--- config.mk ---
export PLATFORM = sky130hd
export DESIGN_NAME = mdu_hilo
export DESIGN_NICKNAME = d
export VERILOG_FILES = /design/src/rtl/mdu_hilo.sv
export SDC_FILE = /design/constraint.sdc
export NUM_CORES = 1
export LEC_CHECK = 0
export CORE_ASPECT_RATIO = 1.1
export CORE_UTILIZATION = 40
export CTS_CLUSTER_DIAMETER = 60
export DETAILED_ROUTE_END_ITERATION = 12
export PLACE_DENSITY_LB_ADDON = 0.15
export SYNTH_ARGS = -nofsm -noshare
export SYNTH_HDL_FRONTEND = slang
export SYNTH_SLANG_ARGS = --single-unit
--- constraint.sdc ---
create_clock -name clk -period 5.65 [get_ports clk]
set_input_delay 1.4125 -clock clk [delete_from_list [all_inputs] [get_ports clk]]
set_output_delay 1.4125 -clock clk [all_outputs]
set_load 0.02 [all_outputs]
--- src/rtl/mdu_hilo.sv ---
// mdu_hilo -- multiply/divide unit that owns the HI/LO register pair.
//
// Runs MULT/MULTU/DIV/DIVU either iteratively (one bit per cycle) or, for
// multiplies with FAST_MUL=1, in a single cycle. MTHI/MTLO copy 'a' into
// HI or LO. The controller stalls on busy and reads hi/lo for MFHI/MFLO.
//
// Parameters
//   WIDTH        operand and HI/LO width (>=4, even)
//   FAST_MUL     1: one-cycle registered multiply, 0: shift-add over WIDTH cycles
//
// Ports
//   clk          rising-edge clock
//   rst          asynchronous reset, active high
//   start        request, accepted only while busy=0 and flush=0
//   op           0 MULT, 1 MULTU, 2 DIV, 3 DIVU, 4 MTHI, 5 MTLO, 6/7 ignored
//   a, b         rs / rt operands
//   flush        aborts an in-flight multiply/divide without touching hi/lo
//   busy         an iterative op is in flight
//   done         one-cycle pulse, hi/lo already hold the result
//   div_by_zero  pulses with done when a divide had b==0
//   hi, lo       HI and LO registers
module mdu_hilo #(
    parameter int WIDTH    = 32,
    parameter bit FAST_MUL = 1'b0
) (
    input  logic             clk,
    input  logic             rst,
    input  logic             start,
    input  logic [2:0]       op,
    input  logic [WIDTH-1:0] a,
    input  logic [WIDTH-1:0] b,
    input  logic             flush,
    output logic             busy,
    output logic             done,
    output logic             div_by_zero,
    output logic [WIDTH-1:0] hi,
    output logic [WIDTH-1:0] lo
);

    localparam int CW = $clog2(WIDTH);

    localparam logic [2:0] OP_MULT  = 3'd0;
    localparam logic [2:0] OP_MULTU = 3'd1;
    localparam logic [2:0] OP_DIV   = 3'd2;
    localparam logic [2:0] OP_DIVU  = 3'd3;
    localparam logic [2:0] OP_MTHI  = 3'd4;
    localparam logic [2:0] OP_MTLO  = 3'd5;

    typedef enum logic [2:0] {
        S_IDLE,
        S_MUL,
        S_DIV,
        S_FIX,
        S_DONE
    } state_t;

    state_t             state_q, state_d;
    logic [WIDTH-1:0]   opnd_q, opnd_d;
    logic [2*WIDTH-1:0] acc_q, acc_d;
    logic [CW-1:0]      step_q, step_d;
    logic               isDiv_q, isDiv_d;
    logic               negLo_q, negLo_d;
    logic               negHi_q, negHi_d;
    logic               dbz_q, dbz_d;
    logic [WIDTH-1:0]   hi_q, hi_d;
    logic [WIDTH-1:0]   lo_q, lo_d;

    logic               signedOp, aNeg, bNeg, accept, lastStep;
    logic [WIDTH-1:0]   aMag, bMag;
    logic [2*WIDTH-1:0] aExt, bExt, fastProd;
    logic [WIDTH:0]     mulSum;
    logic [2*WIDTH-1:0] mulNext;
    logic [WIDTH:0]     remShift;
    logic               divFits;
    logic [2*WIDTH-1:0] divNext;

    // Signed ops work on magnitudes; the result signs are applied in FIX.
    assign signedOp = (op == OP_MULT) || (op == OP_DIV);
    assign aNeg     = signedOp & a[WIDTH-1];
    assign bNeg     = signedOp & b[WIDTH-1];
    assign aMag     = aNeg ? -a : a;
    assign bMag     = bNeg ? -b : b;

    // Sign-extending to 2*WIDTH makes one multiplier serve both MULT and MULTU.
    assign aExt     = {{WIDTH{aNeg}}, a};
    assign bExt     = {{WIDTH{bNeg}}, b};
    assign fastProd = aExt * bExt;

    // Shift-add: acc = {partial product, remaining multiplier bits}. The low
    // bit of acc picks whether the multiplicand is added into the upper half.
    assign mulSum  = {1'b0, acc_q[2*WIDTH-1:WIDTH]} + {1'b0, (acc_q[0] ? opnd_q : {WIDTH{1'b0}})};
    assign mulNext = {mulSum, acc_q[WIDTH-1:1]};

    // Restoring division: acc = {remainder, dividend bits / quotient bits}.
    // When the trial subtraction fits, the true difference is below the
    // divisor, so the low WIDTH bits of the subtraction are exact.
    assign remShift = {acc_q[2*WIDTH-1:WIDTH], acc_q[WIDTH-1]};
    assign divFits  = remShift >= {1'b0, opnd_q};
    assign divNext  = {(divFits ? (remShift[WIDTH-1:0] - opnd_q) : remShift[WIDTH-1:0]),
                       acc_q[WIDTH-2:0], divFits};

    assign lastStep = (step_q == CW'(WIDTH-1));
    assign busy     = (state_q == S_MUL) || (state_q == S_DIV) || (state_q == S_FIX);
    assign accept   = start & ~busy & ~flush;

    // Next-state and result-write logic. DONE behaves like IDLE for accepting
    // a new request so that back-to-back issue works.
    always_comb begin
        state_d = state_q;
        opnd_d  = opnd_q;
        acc_d   = acc_q;
        step_d  = step_q;
        isDiv_d = isDiv_q;
        negLo_d = negLo_q;
        negHi_d = negHi_q;
        dbz_d   = 1'b0;
        hi_d    = hi_q;
        lo_d    = lo_q;

        case (state_q)
            S_IDLE, S_DONE: begin
                state_d = S_IDLE;
                if (accept) begin
                    case (op)
                        OP_MULT, OP_MULTU: begin
                            if (FAST_MUL) begin
                                {hi_d, lo_d} = fastProd;
                                state_d      = S_DONE;
                            end else begin
                                opnd_d  = aMag;
                                acc_d   = {{WIDTH{1'b0}}, bMag};
                                step_d  = '0;
                                isDiv_d = 1'b0;
                                negLo_d = aNeg ^ bNeg;
                                negHi_d = 1'b0;
                                state_d = S_MUL;
                            end
                        end
                        OP_DIV, OP_DIVU: begin
                            if (b == '0) begin
                                hi_d    = a;
                                lo_d    = '1;
                                dbz_d   = 1'b1;
                                state_d = S_DONE;
                            end else begin
                                opnd_d  = bMag;
                                acc_d   = {{WIDTH{1'b0}}, aMag};
                                step_d  = '0;
                                isDiv_d = 1'b1;
                                negLo_d = aNeg ^ bNeg;
                                negHi_d = aNeg;
                                state_d = S_DIV;
                            end
                        end
                        OP_MTHI: begin
                            hi_d    = a;
                            state_d = S_DONE;
                        end
                        OP_MTLO: begin
                            lo_d    = a;
                            state_d = S_DONE;
                        end
                        default: state_d = S_IDLE;
                    endcase
                end
            end
            S_MUL: begin
                acc_d  = mulNext;
                step_d = step_q + CW'(1);
                if (lastStep) state_d = S_FIX;
            end
            S_DIV: begin
                acc_d  = divNext;
                step_d = step_q + CW'(1);
                if (lastStep) state_d = S_FIX;
            end
            S_FIX: begin
                state_d = S_DONE;
                if (isDiv_q) begin
                    lo_d = negLo_q ? -acc_q[WIDTH-1:0] : acc_q[WIDTH-1:0];
                    hi_d = negHi_q ? -acc_q[2*WIDTH-1:WIDTH] : acc_q[2*WIDTH-1:WIDTH];
                end else begin
                    {hi_d, lo_d} = negLo_q ? -acc_q : acc_q;
                end
            end
            default: state_d = S_IDLE;
        endcase

        // Abort wins over the result write that FIX would otherwise perform.
        if (flush && busy) begin
            state_d = S_IDLE;
            hi_d    = hi_q;
            lo_d    = lo_q;
        end
    end

    // State and datapath registers.
    always_ff @(posedge clk or posedge rst) begin
        if (rst) begin
            state_q <= S_IDLE;
            opnd_q  <= '0;
            acc_q   <= '0;
            step_q  <= '0;
            isDiv_q <= 1'b0;
            negLo_q <= 1'b0;
            negHi_q <= 1'b0;
            dbz_q   <= 1'b0;
            hi_q    <= '0;
            lo_q    <= '0;
        end else begin
            state_q <= state_d;
            opnd_q  <= opnd_d;
            acc_q   <= acc_d;
            step_q  <= step_d;
            isDiv_q <= isDiv_d;
            negLo_q <= negLo_d;
            negHi_q <= negHi_d;
            dbz_q   <= dbz_d;
            hi_q    <= hi_d;
            lo_q    <= lo_d;
        end
    end

    assign done        = (state_q == S_DONE);
    assign div_by_zero = dbz_q;
    assign hi          = hi_q;
    assign lo          = lo_q;

endmodule

==> impl_results.md, run 1 <==
- H-tree depth: 4
- CTS tree: built
- Worst-path cell chain: clkdlybuf4s50_1 > nor4_1 > and4_1 > and2_1 > and3_1 > a21o_2 > nand2_1 > buf_4 > nor2_1 > a21oi_1
- Slew Limit Fails: 0
- Slew Limit Headroom: 25.6%
- Vias: 15000
- Antenna cell count: 0
- Critical path's top delay family: simple AND/OR/NAND/NOR gates
- Final setup violation count: 0
- RSZ-0062 raised after global routing: false
- Most used routing layer in global routing: met2
- Clk sink count: 172
- Core Region: 36400 sq um
- Critical R2R Launch: acc_q[0]$_DFFE_PP0P_
- Status: finished clean
- Final net count: 2143
- I/O pin count: 138
- Setup Skew: 0.0176 ns
- Max stage delay cell, worst path: nor4_1
- Global routing usage on met2: 48.5%
- TritonRoute pass-1 iters: 5
- Async set or reset register ratio after synthesis: 100%
- Gr ovfl total: 0
- DRC violations left: 0
- Wire per inst: 22.6 um
- Initial antenna violation count: 0
- Port bufs: 137
- Initial drt markers: 1253
- Share of layout cells above drive strength 1: 4.37%
- Final ANT Viol Nets: 0
- CP startpoint kind: primary input
- CTS root buffer: clkbuf_16
- Critical Path End Type: flip-flop
- Worst vdd ir: 0.000280 V
- Total power: 8.09 mW
- Leak: 7.17 nW
- Via-per-instance ratio: 6.01
- Worst-Skew Late Latency: 0.48 ns
- Warnings, synthesis: 0
- CP Max Fanout: 41
- Met3 Usage GRT: 4.72%
- Worst setup path start: b[10]
- Dpl hpwl: 43400 um
- Max Freq: 0.227 GHz
- Period minus WS final: 4.40 ns
- CP Class: primary input to flip-flop
- Cell Area, Synth: 14900 sq um
- CP arrival: 4.72 ns
- Hold Crit Start: hi[24]$_DFFE_PP0P_
- # hold bufs at CTS: 0
- Post-Syn Nets: 2083
- Post-synth EDFFs: 0
- Final Cycle Share: 77.9%
- Die Ht: 204 um
- Chip width: 186 um
- Largest net degree at the start of global routing: 173
- Routability cong.: 0.941
- Total Wirelength: 56500 um
- Initial core utilization: 40.9%
- Post-CTS Setup Bufs: 0
- Area Growth Syn to Fin: 16.1%
- Worst slew pin tran: 1.11 ns
- Critical path buffer and inverter count: 2
- CP required: 5.97 ns
- Total negative slack: 0 ns
- Site row count: 73
- Synth unique cells: 77
- CP peak stage delay: 0.68 ns
- Tightest Hold Check Type: flip-flop to flip-flop
- Final-report hold violation count: 0
- GRT Resource Usage Total: 29.8%
- Clock-pin transition on the worst setup and hold timing paths: 0.07 ns
- Die Area: 37900 sq um
- GR Util met1: 38.7%
- Synth Register Bits: 172
- Buffer depth of the longest clock path: 2
- Post-Synthesis Mean Instance Area: 7.66 sq um
- Vias in the first global route: 14100
- Post-CTS sizing: 0
- Primary FF master, synth: dfrtp_1
- Pwr/cell area: 468 nW/um^2
- Sequential share of the synthesized area: 28.9%
- Cts bufs inserted: 17
- First-pass GRT wire length: 84700 um
- Mapped Cells: 1940
- Max-cap violations: 0
Yosys cell counts, types with 34 or more instances:
library cell | instances | area [sq um]
a21oi_1 | 177 | 886
clkbuf_1 | 99 | 372
dfrtp_1 | 172 | 4300
ha_1 | 70 | 876
inv_1 | 61 | 229
nand2_1 | 222 | 833
nand3_1 | 34 | 170
nor2_1 | 222 | 833
o21ai_0 | 181 | 906
xnor2_1 | 105 | 920
xor2_1 | 68 | 596
worst paths after layout:
path | end | slack [ns] | cells after the start
max reg2reg | acc_q[61]$_DFFE_PP0P_ | 1.44 | 13
max in group asynchronous | acc_q[55]$_DFFE_PP0P_ | 3.30 | 3
max | acc_q[6]$_DFFE_PP0P_ | 1.25 | 10
min reg2reg | hi[24]$_DFFE_PP0P_ | 0.48 | 2
min | hi[24]$_DFFE_PP0P_ | 0.48 | 2
min in group asynchronous | hi[28]$_DFFE_PP0P_ | 1.58 | 3
through the flow:
step | cells | area [sq um] | utilization, % | hold slack [ns] | worst slack [ns]
after floorplan | 1940 | 14900 | - | 0.439 | 1.96
after global placement | 2468 | 16600 | 45.8 | 0.461 | 0.881
after detailed placement | 2468 | 16600 | 45.8 | 0.471 | 0.807
after CTS | 2500 | 17300 | 47.5 | 0.487 | 1.31
after global routing | 2500 | 17300 | 47.5 | 0.513 | 0.996
final | 2500 | 17300 | 47.5 | 0.480 | 1.25
state kept, by name (all words and copies together) (netlist names):
signal	count
negLo_q	1
negHi_q	1
lo	32
step_q	5
hi	32
div_by_zero	1
state_q	3
isDiv_q	1
acc_q	64
opnd_q	32
power breakdown:
part | total (mW) | switching (mW) | internal, mW | leakage (nW)
logic | 4.56 | 2.68 | 1.88 | 4.77
registers | 2.25 | 0.639 | 1.62 | 2.10
clock network | 1.27 | 0.631 | 0.639 | 0.297
placed cells by master (no fill, tap or decap), drive strengths merged, types with 8 or more instances in the layout:
cell	n
nor2b	18
clkdlybuf4s50	137
or3	23
nor4	12
o211ai	19
or4	10
o21a	12
ha	70
nor2	222
nand2b	21
and2	16
mux2i	32
a21oi	177
and3	12
clkbuf	17
o21bai	8
o41ai	11
o21ai	187
nand3	35
xnor2	105
a31oi	11
o22ai	33
buf	26
nand4	13
a22oi	22
a211oi	33
nor3	34
o221ai	16
xor2	68
a21o	26
a221oi	28
nand2	222
inv	69
o31ai	21
dfrtp	172
cells by family (layout without fill, tap and decap cells):
family / Yosys count / after routing / share of synthesized area (%)
fa+ha+maj: 72 / 72 / 6.16
xor+xnor: 173 / 173 / 10.2
compound gates: 645 / 645 / 27.1
flops: 172 / 172 / 28.9
buf+inv: 183 / 256 / 4.85
mux: 35 / 35 / 2.38
simple gates: 660 / 660 / 20.4
metal layers:
layer,vias up,part of all wire (%)
met5,-,0
met4,0,4.5
met3,94,6.3
met2,599,47
met1,7222,42
li1,7102,-
worst register-to-register path, delay by kind of cell (launching register included):
kind / cells / cell delay (ns)
compound gates: 7 / 2.07
buf+inv: 2 / 0.61
flops: 1 / 0.52
fa+ha+maj: 1 / 0.36
simple gates: 2 / 0.30
xor+xnor: 1 / 0.21
layout make-up:
| cell class | instances | area (sq um) |
|---|---|---|
| multi-input combinational | 1585 | 9910 |
| tap | 487 | 609 |
| clock buffer | 17 | 425 |
| timing repair buffer | 163 | 1590 |
| clock inverter | 15 | 186 |
| fill | 3723 | 19100 |
| sequential | 172 | 4300 |
| inverter | 61 | 233 |
Power figures use the tool's default switching activity.
==> run 2, diff against run 1 <==
clock period = 4.1 ns   (was 5.65 ns; I/O delays follow)
==> run 2 against run 1 <==
Compared with the run above: largest cell class unchanged; register-to-register slack worse by 1.1 ns; worst setup slack worse by 0.87 ns; clock power grew 39%; non-clock buffer count grew 90; final cell count increased by 3.6%; sequential share of layout area down 1.0 points; final area increased by 4.3%; routed wire length is 6.5% higher; sequential power is 30% higher; power is 44% higher; core utilization grew 2.0 points; die area did not move.
==> impl_results.md, run 2 (same netlist as run 1, synthesis figures left out) <==
- Clk sink count: 172 (unchanged)
- # hold bufs at CTS: 0 (unchanged)
- Slew Limit Fails: 0 (unchanged)
- CP startpoint kind: flip-flop (was primary input)
- Chip width: 186 um (unchanged)
- Leak: 7.64 nW (was 7.17 nW)
- Worst-Skew Late Latency: 0.47 ns (was 0.48 ns)
- Area Growth Syn to Fin: 21.1% (was 16.1%)
- CTS root buffer: clkbuf_16 (unchanged)
- Worst slew pin tran: 0.753 ns (was 1.11 ns)
- Cell count after placement: 2558 (was 2468)
- CTS tree: built (unchanged)
- Gr ovfl total: 0 (unchanged)
- Worst flop-to-flop path endpoint: acc_q[60]$_DFFE_PP0P_ (was acc_q[61]$_DFFE_PP0P_)
- Initial core utilization: 40.9% (unchanged)
- Final ANT Viol Nets: 0 (unchanged)
- Max stage delay cell, worst path: or4b_1 (was nor4_1)
- Worst-path cell chain: inv_1 > ha_1 > and4_1 > nand3_1 > nor4_1 > or4b_1 > o211ai_1 > a41oi_4 > and2_0 > buf_4 > a221oi_1 > a21oi_1 (was clkdlybuf4s50_1 > nor4_1 > and4_1 > and2_1 > and3_1 > a21o_2 > nand2_1 > buf_4 > nor2_1 > a21oi_1)
- Max Freq: 0.269 GHz
- Total negative slack: 0 ns (unchanged)
- Placement Setup Slack: 0.0160 ns (was 0.807 ns)
- RSZ-0062 raised after global routing: false (unchanged)
- Setup Skew: 0.0124 ns (was 0.0176 ns)
- Critical path's top delay family: simple AND/OR/NAND/NOR gates (unchanged)
- Critical Path End Type: flip-flop (unchanged)
- Buffer depth of the longest clock path: 2 (unchanged)
- CP Max Fanout: 7 (was 41)
- Status: finished clean (unchanged)
- CP peak stage delay: 0.50 ns (was 0.68 ns)
- Tightest Hold Check Type: flip-flop to flip-flop (unchanged)
- Wire per inst: 23.2 um (was 22.6 um)
- Slew Limit Headroom: 49.7% (was 25.6%)
- Max-cap violations: 0 (unchanged)
- Port bufs: 137 (unchanged)
- Final-report hold violation count: 0 (unchanged)
- Largest register by flop count: acc_q (unchanged)
- Vias in the first global route: 14900 (was 14100)
- R2R Setup Slk: 0.38 ns (was 1.44 ns)
- I/O pin count: 138 (unchanged)
- Post-CTS Setup Bufs: 0 (unchanged)
- Total power: 11.6 mW (was 8.09 mW)
- Initial antenna violation count: 0 (unchanged)
- DRC violations left: 0 (unchanged)
- Worst vdd ir: 0.000326 V (was 0.000280 V)
- Final Cycle Share: 90.7%
- Die Area: 37900 sq um (unchanged)
- Pwr/cell area: 646 nW/um^2 (was 468 nW/um^2)
- Worst setup path start: opnd_q[9]$_DFFE_PP0P_ (was b[10])
- CP required: 4.44 ns (was 5.97 ns)
- Final net count: 2233 (was 2143)
- Period minus WS final: 3.72 ns
- Core Region: 36400 sq um (unchanged)
- Largest net degree at the start of global routing: 78 (was 173)
- Post-layout util: 49.5% (was 47.5%)
- Routability cong.: 0.965 (was 0.941)
- GRT Resource Usage Total: 32.0% (was 29.8%)
- Post-CTS sizing: 0 (unchanged)
- Fin worst setup slack: 0.383 ns (was 1.25 ns)
- Antenna cell count: 0 (unchanged)
- Clock-pin transition on the worst setup and hold timing paths: 0.07 ns (about the same)
- Share of layout cells above drive strength 1: 8.37% (was 4.37%)
- Setup crit end: acc_q[60]$_DFFE_PP0P_ (was acc_q[6]$_DFFE_PP0P_)
- CP arrival: 4.06 ns (was 4.72 ns)
- Critical path depth: 12 (was 10)
- CP Class: flip-flop to flip-flop (was primary input to flip-flop)
- First-pass GRT wire length: 90200 um (was 84700 um)
- Non-filler cells, final: 2589 (was 2500)
- TritonRoute pass-1 iters: 8 (was 5)
- Cts bufs inserted: 17 (unchanged)
- Largest register FFs: 64 (unchanged)
- Critical path buffer and inverter count: 2 (unchanged)
- Die Ht: 204 um (unchanged)
- Vias: 15700 (was 15000)
- Site row count: 73 (unchanged)
- Initial drt markers: 1635 (was 1253)
- Via-per-instance ratio: 6.05 (was 6.01)
- Dpl hpwl: 47400 um (was 43400 um)
- Commonest cells after routing, fill and taps aside: nor2_1, nand2_1, o21ai_0 (unchanged)
- Final setup violation count: 0 (unchanged)
- Critical R2R Launch: opnd_q[9]$_DFFE_PP0P_ (was acc_q[0]$_DFFE_PP0P_)
- Register-to-Register Path Depth: 12 (was 13)
- Total Wirelength: 60100 um (was 56500 um)
- H-tree depth: 4 (unchanged)
==> run 2: worst min-delay path by stage <==
stage | start | endpoint | slack, ns | cells past startpoint
floorplan | opnd_q[23]$_DFFE_PP0P_ | opnd_q[23]$_DFFE_PP0P_ | 0.44 | 2
global placement | opnd_q[23]$_DFFE_PP0P_ | opnd_q[23]$_DFFE_PP0P_ | 0.46 | 2
detailed placement | lo[22]$_DFFE_PP0P_ | lo[22]$_DFFE_PP0P_ | 0.47 | 2
CTS | opnd_q[11]$_DFFE_PP0P_ | opnd_q[11]$_DFFE_PP0P_ | 0.49 | 2
global route | hi[21]$_DFFE_PP0P_ | hi[21]$_DFFE_PP0P_ | 0.50 | 2
finish | hi[22]$_DFFE_PP0P_ | hi[22]$_DFFE_PP0P_ | 0.48 | 2
==> run 2: per-stage QoR <==
step                hold WS (ns)  instance area (sq um)
CTS                        0.486                  18000
global placement           0.458                  17400
global route               0.498                  18000
finish                     0.480                  18000
floorplan                  0.439                  14900
detailed placement         0.470                  17400
==> run 2: power by group <==
part	switching, mW	internal (mW)
logic	4.14	2.80
registers	0.685	2.23
clock network	0.771	0.998
==> run 2: per-layer routing <==
| layer | part of all wire [%] | GRT usage [%] | up-vias | wire [um] |
|---|---|---|---|---|
| li1 | - | - | 7299 | - |
| met5 | 0 | 0 | - | 0 |
| met1 | 40 | 40.0 | 7588 | 24200 |
| met2 | 47 | 52.5 | 626 | 28500 |
| met3 | 6.4 | 3.94 | 140 | 3850 |
| met4 | 6.0 | 19.1 | 0 | 3590 |
==> run 2: worst reg2reg max path, stage by stage, from the launching register on <==
cell      delay (ns)
dfrtp_1         0.35
inv_1           0.10
ha_1            0.41
and4_1          0.26
nand3_1         0.14
nor4_1          0.39
or4b_1          0.50
o211ai_1        0.25
a41oi_4         0.14
and2_0          0.34
buf_4           0.21
a221oi_1        0.39
a21oi_1         0.13
==> run 2: area by class of cell <==
type,instances,area (sq um)
fillers,3669,18400
multi-input cells,1585,9910
flip-flops and latches,172,4300
repair buffers,253,2330
well taps,487,609
clock buffers,20,457
inverters,61,233
clock inverters,11,160
